**src/rtl/seq010_rr_scheduler.sv**
```systemverilog
// ---------------------------------------------------------------------------
// seq010_rr_scheduler
//   Time-shares one external "010" sequence detector between N_REQ requesters.
//   A round-robin arbiter picks one requester, the detector is cleared, the
//   granted frame is shifted into it MSB first, two idle '1' bits let the last
//   match settle, and the detector's final match count is returned together
//   with a one-cycle done pulse for that requester. Pulses on det_y are also
//   counted locally so a disagreeing detector count can be flagged.
//
// Ports
//   clk             : system clock, rising edge
//   rst             : synchronous active-high reset
//   req[N_REQ]      : level requests, held with frame stable until done
//   frame_data      : frame of requester i at [i*FRAME_W +: FRAME_W]
//   done[N_REQ]     : one-hot single-cycle completion pulse
//   grant_id        : index of the requester being served
//   busy            : high from the cycle after grant through the done cycle
//   result_count    : detector match count of the last completed frame
//   mismatch        : detector count disagreed with the local det_y count
//   det_rst         : reset to the shared detector
//   det_x           : serial bit to the shared detector
//   det_y           : detector match flag
//   det_users_count : detector running match count
// ---------------------------------------------------------------------------
module seq010_rr_scheduler #(
  parameter int N_REQ   = 4,
  parameter int FRAME_W = 16,
  parameter int COUNT_W = 10
) (
  input  logic                        clk,
  input  logic                        rst,
  input  logic [N_REQ-1:0]            req,
  input  logic [N_REQ*FRAME_W-1:0]    frame_data,
  output logic [N_REQ-1:0]            done,
  output logic [$clog2(N_REQ)-1:0]    grant_id,
  output logic                        busy,
  output logic [COUNT_W-1:0]          result_count,
  output logic                        mismatch,
  output logic                        det_rst,
  output logic                        det_x,
  input  logic                        det_y,
  input  logic [COUNT_W-1:0]          det_users_count
);

  localparam int ID_W  = $clog2(N_REQ);
  localparam int BIT_W = (FRAME_W > 1) ? $clog2(FRAME_W) : 1;

  typedef enum logic [2:0] {
    S_IDLE   = 3'd0,
    S_CLEAR  = 3'd1,
    S_SHIFT  = 3'd2,
    S_DRAIN  = 3'd3,
    S_REPORT = 3'd4
  } state_t;

  state_t               state_q,    state_d;
  logic [ID_W-1:0]      ptr_q,      ptr_d;
  logic [ID_W-1:0]      grant_q,    grant_d;
  logic [COUNT_W-1:0]   result_q,   result_d;
  logic                 mismatch_q, mismatch_d;
  logic [FRAME_W-1:0]   shreg_q,    shreg_d;
  logic [BIT_W-1:0]     bit_q,      bit_d;
  logic                 drain_q,    drain_d;
  logic [COUNT_W-1:0]   ycnt_q,     ycnt_d;

  // Round-robin pick: first requester at or after the pointer, wrapping.
  logic                 sel_found;
  logic [ID_W-1:0]      sel_idx;
  logic [ID_W-1:0]      cand;

  always_comb begin
    sel_found = 1'b0;
    sel_idx   = '0;
    cand      = '0;
    for (int i = 0; i < N_REQ; i++) begin
      cand = ID_W'((int'(ptr_q) + i) % N_REQ);
      if (!sel_found && req[cand]) begin
        sel_found = 1'b1;
        sel_idx   = cand;
      end
    end
  end

  // ---- state register ----
  always_ff @(posedge clk) begin
    shreg_q <= shreg_d;
    bit_q   <= bit_d;
    drain_q <= drain_d;
    ycnt_q  <= ycnt_d;
    if (rst) begin
      state_q    <= S_IDLE;
      ptr_q      <= '0;
      grant_q    <= '0;
      result_q   <= '0;
      mismatch_q <= 1'b0;
    end else begin
      state_q    <= state_d;
      ptr_q      <= ptr_d;
      grant_q    <= grant_d;
      result_q   <= result_d;
      mismatch_q <= mismatch_d;
    end
  end

  // ---- next-state logic ----
  always_comb begin
    state_d    = state_q;
    ptr_d      = ptr_q;
    grant_d    = grant_q;
    result_d   = result_q;
    mismatch_d = mismatch_q;
    shreg_d    = shreg_q;
    bit_d      = bit_q;
    drain_d    = drain_q;
    ycnt_d     = ycnt_q;

    if ((state_q == S_SHIFT || state_q == S_DRAIN) && det_y) begin
      ycnt_d = ycnt_q + 1'b1;
    end

    case (state_q)
      S_IDLE: begin
        if (sel_found) begin
          grant_d = sel_idx;
          shreg_d = frame_data[int'(sel_idx)*FRAME_W +: FRAME_W];
          state_d = S_CLEAR;
        end
      end
      S_CLEAR: begin
        ycnt_d  = '0;
        bit_d   = '0;
        state_d = S_SHIFT;
      end
      S_SHIFT: begin
        shreg_d = shreg_q << 1;
        if (bit_q == BIT_W'(FRAME_W - 1)) begin
          drain_d = 1'b0;
          state_d = S_DRAIN;
        end else begin
          bit_d = bit_q + 1'b1;
        end
      end
      S_DRAIN: begin
        // The last match's count increment and y pulse have landed by the
        // second drain cycle, so both counts are final at this edge.
        if (drain_q) begin
          result_d   = det_users_count;
          mismatch_d = (det_users_count != ycnt_q);
          state_d    = S_REPORT;
        end else begin
          drain_d = 1'b1;
        end
      end
      S_REPORT: begin
        ptr_d   = (grant_q == ID_W'(N_REQ - 1)) ? '0 : grant_q + 1'b1;
        state_d = S_IDLE;
      end
      default: state_d = S_IDLE;
    endcase
  end

  // ---- outputs ----
  always_comb begin
    done = '0;
    if (!rst && state_q == S_REPORT) begin
      done[grant_q] = 1'b1;
    end
    busy         = (state_q != S_IDLE);
    grant_id     = grant_q;
    result_count = result_q;
    mismatch     = mismatch_q;
    det_rst      = rst || (state_q == S_CLEAR);
    det_x        = (!rst && state_q == S_SHIFT) ? shreg_q[FRAME_W-1] : 1'b1;
  end

endmodule
```
**config.mk**
```make
export PLATFORM = sky130hd
export DESIGN_NAME = seq010_rr_scheduler
export DESIGN_NICKNAME = d
export VERILOG_FILES = /design/src/rtl/seq010_rr_scheduler.sv
export SDC_FILE = /design/constraint.sdc
export NUM_CORES = 1
export LEC_CHECK = 0
export BUFFER_PORTS_ARGS = -buffer_cell sky130_fd_sc_hd__buf_2
export CAP_MARGIN = 20
export CORE_UTILIZATION = 50
export CTS_CLUSTER_DIAMETER = 60
export CTS_CLUSTER_SIZE = 25
export DETAILED_ROUTE_END_ITERATION = 6
export PLACE_DENSITY = 0.84
export REMOVE_ABC_BUFFERS = 1
export SYNTH_ARGS = -nofsm -noshare
export SYNTH_HDL_FRONTEND = slang
export SYNTH_SLANG_ARGS = --single-unit
export TNS_END_PERCENT = 5
```
**constraint.sdc**
```tcl
create_clock -name clk -period 2.23 [get_ports clk]
set_input_delay 0.1115 -clock clk [delete_from_list [all_inputs] [get_ports clk]]
set_output_delay 0.1115 -clock clk [all_outputs]
set_load 0.05 [all_outputs]
```
==> flow_summary.ini, run 1 <==
[floorplanning]
fp.dieArea_um2 = 6086
placeable_area_um2 = 5540
start_util = 0.5215
die_x_um = 78.02
floorplan.die.height_um = 78.02
num_io_pins = 101
fp-row-count = 27

[logic_synthesis]
syn_area_per_cell_um2 = 9.380
synth-seq-cells = 49
synth_cell_type_count = 43
yosysSeqAreaShare = 0.4123
synthesis.yosys.warnings = 0
synth_cells = 308
synth.cell_area_um2 = 2889

[sta]
final_hold_viol_count = 0
unrepaired_setup_endpoints_after_global_routing = false
fmax_ghz = 0.4956
min_period_over_period = 0.9047
slew_headroom = 0.6424
finalCriticalPeriod_ps = 2018
finalSetupViolations = 0
setup-tns-final_ps = 0
worst_slew_pin_slew_ps = 532.3
report.final.slew_viol_count = 0
final.setup_skew_ps = 5.327

[worst_setup_path]
timing.reg2reg.worst_path_depth = 5
arrival_time_at_the_worst_endpoint_ps = 2080
crit_path_end_kind = flop
setup.worst_path.class = reg -> reg
critPathRequiredTime_ps = 2290
setup.worst_path.start_class = flop
critPathMaxFanout = 31
reg2reg_setup_slack_ps = 210
r2r_end = shreg_q[6]$_DFFE_PP_
timing.rr.start = ptr_q[1]$_SDFFE_PP0N_

[grt]
globalRouteTotalUtil = 0.2181
grt_max_degree = 32
initial_antenna_violation_count = 0
grt-ovfl-total = 0
wire_length_of_the_first_global_routing_pass_mm = 10.58
first_global_vias = 2406

[power]
switching_power_uw = 811.6
p_leak_uw = 0.001580
power.share.sequential = 0.479
ir_drop_mv = 0.3518
p_per_area_nw_per_um2 = 717.7
switching_share = 0.3206
internal_power_uw = 1720
combPwrFrac = 0.268
power.share.clock = 0.252

[clock_tree]
tritoncts.num_buffers = 5
cts_htree_levels = 2
clk_latency_ps = 310
clk_root_buffer_cell = clkbuf_8
clockBufferDepth = 2
clkTransAtPathRegs_ps = 100
ctsHoldBuffers = 0
tritoncts_num_sinks = 49
tritoncts = yes

[cells_and_area]
n_antenna_cell = 0
finish.utilization = 0.6366
layout-area-overhead-vs-synth_pct = 22.09
register_area_um2 = 1191
fillers = 473
net_count_reported_at_finish = 493
multi_input_area_um2 = 1545
layout_cells_sized_above_1 = 0.3194

[place]
post-dp-hpwl_mm = 4.924
place.port_buffers = 100
place.gp.congestion = 0.8588

[detailed_routing]
detail_route.wirelength_mm = 6.666
wl_per_cell_um = 13.92
drt-vias-per-instance = 5.478
drtPass1Iterations = 4
num_vias = 2624
drcViolationCount = 0
drtIter0Drc = 156
ant_nets = 0

[min_path]
min_path_cells = 3
hold_path.class = in -> reg
hp-start = det_users_count[2]
min_to = result_count[2]$_SDFFE_PP0P_

[status]
outcome = completed

[flow_run]
cap_viol_max_count = 0
## logic make-up (layout without fill, tap and decap cells)
group	after synthesis	count (layout)	share of synthesized area
DFF	49	49	0.4123
xor gates and xnor gates	19	19	0.05760
AOI/OAI and AO/OA	65	65	0.1732
and+or+nand+nor	126	126	0.2113
buffers and inverters	24	123	0.05370
adders and majority gates	6	6	0.02598
muxes	19	19	0.06583
## metal layers
| metal | vias to the layer above | GRT usage | wire (um) |
|---|---|---|---|
| met5 | - | 0 | 0 |
| met4 | 0 | 0.07407 | 115 |
| met3 | 13 | 0.04070 | 387 |
| met2 | 97 | 0.3664 | 3198 |
| met1 | 1205 | 0.2821 | 2964 |
| li1 | 1309 | - | - |
## through the flow
step | hold slack [ps] | cell area, um^2 | power [uW] | cells | worst slack (ps)
after global placement | 373.1 | 3411 | 1878 | 471 | 357.9
final | 50.18 | 3527 | 2532 | 479 | 212.4
after floorplan | 180.6 | 2760 | 1653 | 291 | 150.4
after detailed placement | 377.7 | 3411 | 1901 | 471 | 207.7
after global routing | 48.83 | 3527 | 2652 | 479 | 80.37
after CTS | 49.15 | 3525 | 2528 | 479 | 163.5
## cells in the mapped netlist
cell type	n	area (um^2)
a211oi_1	25	187.7
a211oi_2	6	75.07
a21o_1	1	7.510
a21o_4	1	15.01
a21oi_1	18	90.09
a22o_1	3	26.28
and2_1	5	31.28
and3_1	18	112.6
buf_12	1	20.02
buf_2	3	15.01
buf_4	1	7.510
buf_6	4	45.04
buf_8	1	15.01
clkbuf_1	7	26.28
dfxtp_1	28	560.5
edfxtp_1	21	630.6
ha_1	6	75.07
inv_1	7	26.28
mux2i_1	19	190.2
nand2_1	36	135.1
nand2_8	1	20.02
nand2b_1	4	25.02
nand2b_4	1	13.76
nand3_1	8	40.04
nand4_1	1	6.260
nor2_1	37	138.9
nor2b_1	1	6.260
nor3_1	5	25.02
nor4_1	4	25.02
o2111a_1	1	11.26
o211ai_1	1	7.510
o21a_1	1	7.510
o21ai_0	1	5.000
o221ai_2	1	15.01
o22a_1	1	8.760
o22a_4	1	17.52
o22ai_1	3	18.77
o31ai_1	1	7.510
or2_1	1	6.260
or2_2	2	12.51
or3_1	2	12.51
xnor2_1	6	52.55
xor2_1	13	113.9
## registers in the layout, summed over array words and instances, names as in the netlist
signal        flops
ptr_q             2
bit_q             4
mismatch          1
state_q           3
ycnt_q           10
result_count     10
drain_q           1
grant_id          2
shreg_q          16
## cell type report
type / instances / share of cell area
flip-flops and latches: 49 / 0.3377
clock inverters: 1 / 0.001774
clock buffers: 7 / 0.03051
repair buffers: 108 / 0.1589
well taps: 72 / 0.02554
inverters: 7 / 0.007449
multi-input cells: 235 / 0.4381
## layout by cell type, fill, tap and decap left out, types with 2 or more instances in the layout
cell and n:
buf_2 100, nor2_1 37, nand2_1 35, dfxtp_1 28
a211oi_1 25, edfxtp_1 21, mux2i_1 19, a21oi_1 18
and3_1 18, xor2_1 13, nand3_1 8, buf_4 8
inv_1 7, a211oi_2 6, xnor2_1 6, ha_1 6
clkbuf_8 6, and2_1 5, nor3_1 5, nand2b_1 4
nor4_1 4, o22ai_1 3, a22o_1 3, or3_1 2
or2_2 2
## power groups by stage
stage / clock network (uW) / registers, uW / logic [uW]
2_1_floorplan: 0 / 1240 / 410
3_3_place_gp: 0 / 1220 / 654
3_5_place_dp: 0 / 1230 / 669
4_1_cts: 640 / 1210 / 676
5_1_grt: 674 / 1230 / 746
6_report: 639 / 1210 / 679
## how the worst max path moves through the flow
stage / start / end / cells after the start
floorplan: state_q[1]$_SDFFE_PP0P_ / shreg_q[0]$_SDFFCE_PP0P_ / 3
global route: ptr_q[1]$_SDFFE_PP0N_ / shreg_q[6]$_DFFE_PP_ / 5
finish: ptr_q[1]$_SDFFE_PP0N_ / shreg_q[6]$_DFFE_PP_ / 5
detailed placement: ptr_q[1]$_SDFFE_PP0N_ / shreg_q[6]$_DFFE_PP_ / 5
global placement: ptr_q[1]$_SDFFE_PP0N_ / shreg_q[4]$_DFFE_PP_ / 5
CTS: state_q[1]$_SDFFE_PP0P_ / det_x / 4
## worst max-delay path, stage by stage, from the launching register on
cell and delay [ps]:
dfxtp_1 500, mux2i_1 330, o22a_4 310, nand2_8 190, a211oi_1 350, a211oi_2 80
## timing repair
| item | 4_1_cts | 5_1_grt |
|---|---|---|
| hold endpoints to repair | 0 | 0 |
| endpoints found under the setup margin | 0 | 1 |
| gates resized for setup | 0 | 1 |
| setup buffers | 0 | 0 |
No activity file was read; power rests on OpenSTA's default activity.
==> run 2: changes to the inputs <==
- CORE_UTILIZATION: 50 -> 52
- CTS_BUF_LIST: not set -> sky130_fd_sc_hd__clkbuf_8
- PLACE_DENSITY: 0.84 -> 0.87
==> run 2 against run 1 <==
Core utilization increased by 4.4 points. Via count decreased by 0.34%. Sequential power about the same. Non-clock buffer count increased by 4. Cell area increased by 1.0%. Total power increased by 2.2%. Register-to-register slack improved by 30 ps. Flip-flop and latch count unchanged. Largest cell class unchanged. Largest power group unchanged.
==> flow_summary.ini, run 2 (same netlist as run 1, synthesis figures left out) <==
[status]
outcome = completed

[cells_and_area]
final_cell_mix = buf_2 (100), nor2_1 (37), nand2_1 (36)
layout-area-overhead-vs-synth_pct = 23.34
largest_register_ffs = 16
register_area_um2 = 1191
n_antenna_cell = 0
finalNonFillerCells = 481
multi_input_area_um2 = 1543
layout_cells_sized_above_1 = 0.3236
fillers = 399
net_count_reported_at_finish = 497
layout_commonest_cell = buf_2
largest-register = shreg_q

[clock_tree]
tritoncts = yes
clk_latency_ps = 320
cts_setup_buffers = 0
tritoncts.num_buffers = 5
cts_htree_levels = 2
clockBufferDepth = 2
ctsHoldBuffers = 0
clk_root_buffer_cell = clkbuf_8
post_cts.resized_instances = 0
tritoncts_num_sinks = 49
clkTransAtPathRegs_ps = 90

[detailed_routing]
drcViolationCount = 0
drtPass1Iterations = 4
detail_route.wirelength_mm = 6.701
drtIter0Drc = 214
drt-vias-per-instance = 5.437
ant_nets = 0
wl_per_cell_um = 13.93
num_vias = 2615

[worst_setup_path]
critPathMaxFanout = 10
timing.reg2reg.worst_path_depth = 6
critPathRequiredTime_ps = 2120
setup.worst_path.class = reg -> out
worstSetupStartpoint = state_q[1]$_SDFFE_PP0P_
arrival_time_at_the_worst_endpoint_ps = 1920
crit_path_end_kind = output pin
r2r_end = shreg_q[9]$_DFFE_PP_
setup.worst_path.start_class = flop
reg2reg_setup_slack_ps = 240
timing.rr.start = ptr_q[1]$_SDFFE_PP0N_

[grt]
globalRouteMet2Util = 0.3928
globalRoute.busiestLayer = met2
grt.met1_usage = 0.2746
grt-ovfl-total = 0
globalRouteTotalUtil = 0.2249
initial_antenna_violation_count = 0
first_global_vias = 2405
grt_max_degree = 32
global_route.usage.met3 = 0.05269
wire_length_of_the_first_global_routing_pass_mm = 10.61

[sta]
final.setup_skew_ps = 13.24
unrepaired_setup_endpoints_after_global_routing = false
fmax_ghz = 0.4926
min_period_over_period = 0.9103
slew_headroom = 0.6681
report.final.slew_viol_count = 0
worst_slew_pin_slew_ps = 494.0
finalCriticalPeriod_ps = 2030
setup-tns-final_ps = 0
final_hold_viol_count = 0
final_critical_path_setup_slack_ps = 199.9
finalSetupViolations = 0

[place]
place.port_buffers = 100
pre_cts_slack_ps = 83.39
place.gp.congestion = 0.8049
post-dp-hpwl_mm = 4.900
post-place-cells = 472

[min_path]
hold_path.class = in -> reg
min_path_cells = 3
hp-start = det_users_count[4]
min_to = result_count[4]$_SDFFE_PP0P_

[power]
p_per_area_nw_per_um2 = 725.7
p_leak_uw = 0.001606
total_power_uw = 2586
ir_drop_mv = 0.4368

[floorplanning]
floorplan.die.height_um = 76.54
placeable_area_um2 = 5238
fp.dieArea_um2 = 5858
num_io_pins = 101
die_x_um = 76.54
fp-row-count = 26
start_util = 0.5516

[flow_run]
cap_viol_max_count = 0
==> run 2: changes by cell type in the layout (fill, tap and decap cells not counted) <==
cell       delta
clkbuf_16     -1
nand2_2       -1
nand2_1       +1
bufinv_16     +1
clkbuf_8      +1
buf_4         +3
==> run 2: metal layers <==
layer / share of wire / vias to the layer above
met3: 0.059 / 11
met4: 0.015 / 0
met5: 0 / -
met2: 0.49 / 105
li1: - / 1314
met1: 0.44 / 1185
==> run 2: how the worst max path moves through the flow <==
stage	endpoint	slack [ps]
2_1_floorplan	shreg_q[0]$_SDFFCE_PP0P_	150
4_1_cts	shreg_q[15]$_DFFE_PP_	60
3_3_place_gp	shreg_q[7]$_DFFE_PP_	190
6_report	det_x	200
3_5_place_dp	shreg_q[15]$_DFFE_PP_	80
5_1_grt	det_x	110
==> run 2: report_power, final <==
group	total, uW	leakage, uW	internal (uW)	switching [uW]
clock network	680	0.0000617	366	314
registers	1220	0.000433	1130	91.0
logic	688	0.00111	279	409
total	2590	0.00161	1770	814
==> run 2: layout make-up <==
| type | count | area share |
|---|---|---|
| tap | 70 | 0.02458 |
| clock inverter | 2 | 0.01018 |
| clock buffer | 6 | 0.02317 |
| inverter | 7 | 0.007374 |
| multi-input combinational | 235 | 0.4329 |
| sequential | 49 | 0.3343 |
| timing repair buffer | 112 | 0.1675 |
==> run 2: through the flow <==
step / hold WS, ps / instance area, um^2 / utilization
CTS: 51.51 / 3550 / 0.6777
finish: 48.72 / 3563 / 0.6804
global route: 45.94 / 3563 / 0.6804
global placement: 372.2 / 3431 / 0.6550
floorplan: 180.6 / 2760 / -
detailed placement: 382.5 / 3431 / 0.6550
==> run 2: critical path, stage by stage (launching register included) <==
cell and delay, ps:
dfxtp_1 500, nor2b_1 210, nand2_1 260, or3_1 410, buf_2 220
==> run 3: changes to the inputs <==
- CELL_PAD_IN_SITES_DETAIL_PLACEMENT: not set -> 0
- CELL_PAD_IN_SITES_GLOBAL_PLACEMENT: not set -> 1
- CORE_UTILIZATION: 52 -> 38
- CTS_CLUSTER_DIAMETER: 60 -> 100
- PLACE_DENSITY: 0.87 -> 0.86
==> run 3 against run 2 <==
Cell count rose by 5.2%. Sequential power barely moved. Cell area fell by 0.21%. Largest power group unchanged. Highest routed layer unchanged.
==> flow_summary.ini, run 3 (same netlist as run 1, synthesis figures left out) <==
[floorplanning]
fp.dieArea_um2 = 7956
num_io_pins = 101
floorplan.die.height_um = 89.20
fp-row-count = 31
start_util = 0.3962
placeable_area_um2 = 7292
die_x_um = 89.20

[cells_and_area]
largest_register_ffs = 16
design_area_um2 = 3556
final_cell_mix = buf_2 (100), nor2_1 (37), nand2_1 (36)
layout_commonest_cell = buf_2
n_antenna_cell = 0
layout_cells_sized_above_1 = 0.3145
net_count_reported_at_finish = 493
layout-area-overhead-vs-synth_pct = 23.08
largest-register = shreg_q

[detailed_routing]
drtIter0Drc = 99
drcViolationCount = 0
drt-vias-per-instance = 5.030
drtPass1Iterations = 4
num_vias = 2545
wl_per_cell_um = 12.78
ant_nets = 0
detail_route.wirelength_mm = 6.468

[worst_setup_path]
arrival_time_at_the_worst_endpoint_ps = 1850
crit_path_end_kind = output pin
critPathRequiredTime_ps = 2120
critPathMaxFanout = 10
setup.worst_path.start_class = flop
setup.worst_path.class = reg -> out

[power]
p_per_area_nw_per_um2 = 705.7
p_leak_uw = 0.001580
ir_drop_mv = 0.4106

[clock_tree]
tritoncts.num_buffers = 5
cts_htree_levels = 2
clk_root_buffer_cell = clkbuf_8
tritoncts_num_sinks = 49
clockBufferDepth = 2
clk_latency_ps = 300
clkTransAtPathRegs_ps = 90
tritoncts = yes
cts_setup_buffers = 0
post_cts.resized_instances = 0
ctsHoldBuffers = 0

[sta]
setup-tns-final_ps = 0
min_period_over_period = 0.8777
report.final.slew_viol_count = 0
final.setup_skew_ps = 12.29
final_hold_viol_count = 0
finalSetupViolations = 0
finalCriticalPeriod_ps = 1957
unrepaired_setup_endpoints_after_global_routing = false
slew_headroom = 0.6527
fmax_ghz = 0.5109
worst_slew_pin_slew_ps = 517.0

[grt]
initial_antenna_violation_count = 0
first_global_vias = 2142
wire_length_of_the_first_global_routing_pass_mm = 9.984
grt_max_degree = 32
grt-ovfl-total = 0
globalRouteTotalUtil = 0.1623

[place]
place.port_buffers = 100
place.gp.congestion = 0.7755
detailed_place.area_um2 = 3445
post-dp-hpwl_mm = 4.819

[min_path]
hold_path.class = in -> reg

[flow_run]
cap_viol_max_count = 0

[status]
outcome = completed
==> run 3: cell types whose count changed in the layout (fill, tap and decap cells not counted), sizes merged <==
| cell | change |
|---|---|
| buf | -3 |
| clkinv | +1 |
| clkbuf | -2 |
==> run 3: critical path, stage by stage (launching register included) <==
cell and delay [ps]:
dfxtp_1 480, nor2b_1 220, nand2_1 230, or3_1 390, buf_2 230
==> run 3: final cells by class <==
class	count	area, um^2
multi-input combinational	235	1543
fill	744	3736
tap	99	123.9
clock buffer	5	68.82
timing repair buffer	108	560.5
clock inverter	3	42.54
inverter	7	26.28
sequential	49	1191
==> run 3: worst paths after layout <==
check | end | start | slack (ps) | cells past startpoint
hold / removal | result_count[5]$_SDFFE_PP0P_ | det_users_count[5] | 60 | 3
hold reg to reg | result_count[2]$_SDFFE_PP0P_ | result_count[2]$_SDFFE_PP0P_ | 450 | 2
setup reg to reg | shreg_q[15]$_DFFE_PP_ | ptr_q[1]$_SDFFE_PP0N_ | 400 | 6
setup / recovery | det_x | state_q[1]$_SDFFE_PP0P_ | 270 | 4
==> run 3: power by group <==
part           switching [uW]  internal [uW]
logic                     402            267
registers                86.5           1130
clock network             295            333
==> run 3: metal layers <==
layer,GRT usage,wire [um],vias up
li1,-,-,1305
met1,0.2284,3113,1157
met2,0.2477,2942,73
met3,0.03232,281,10
met4,0.05772,131,0
met5,0,0,-
==> run 3: metrics by stage <==
step | hold slack, ps | utilization | cells | total power [uW] | setup WS [ps]
6_report | 60.81 | 0.4876 | 506 | 2509 | 272.8
5_1_grt | 54.96 | 0.4876 | 506 | 2654 | 110.8
4_1_cts | 55.38 | 0.4876 | 506 | 2529 | 263.8
3_5_place_dp | 380.0 | 0.4724 | 498 | 1903 | 395.0
3_3_place_gp | 374.0 | 0.4724 | 498 | 1882 | 413.1
2_1_floorplan | 180.6 | - | 291 | 1653 | 150.4
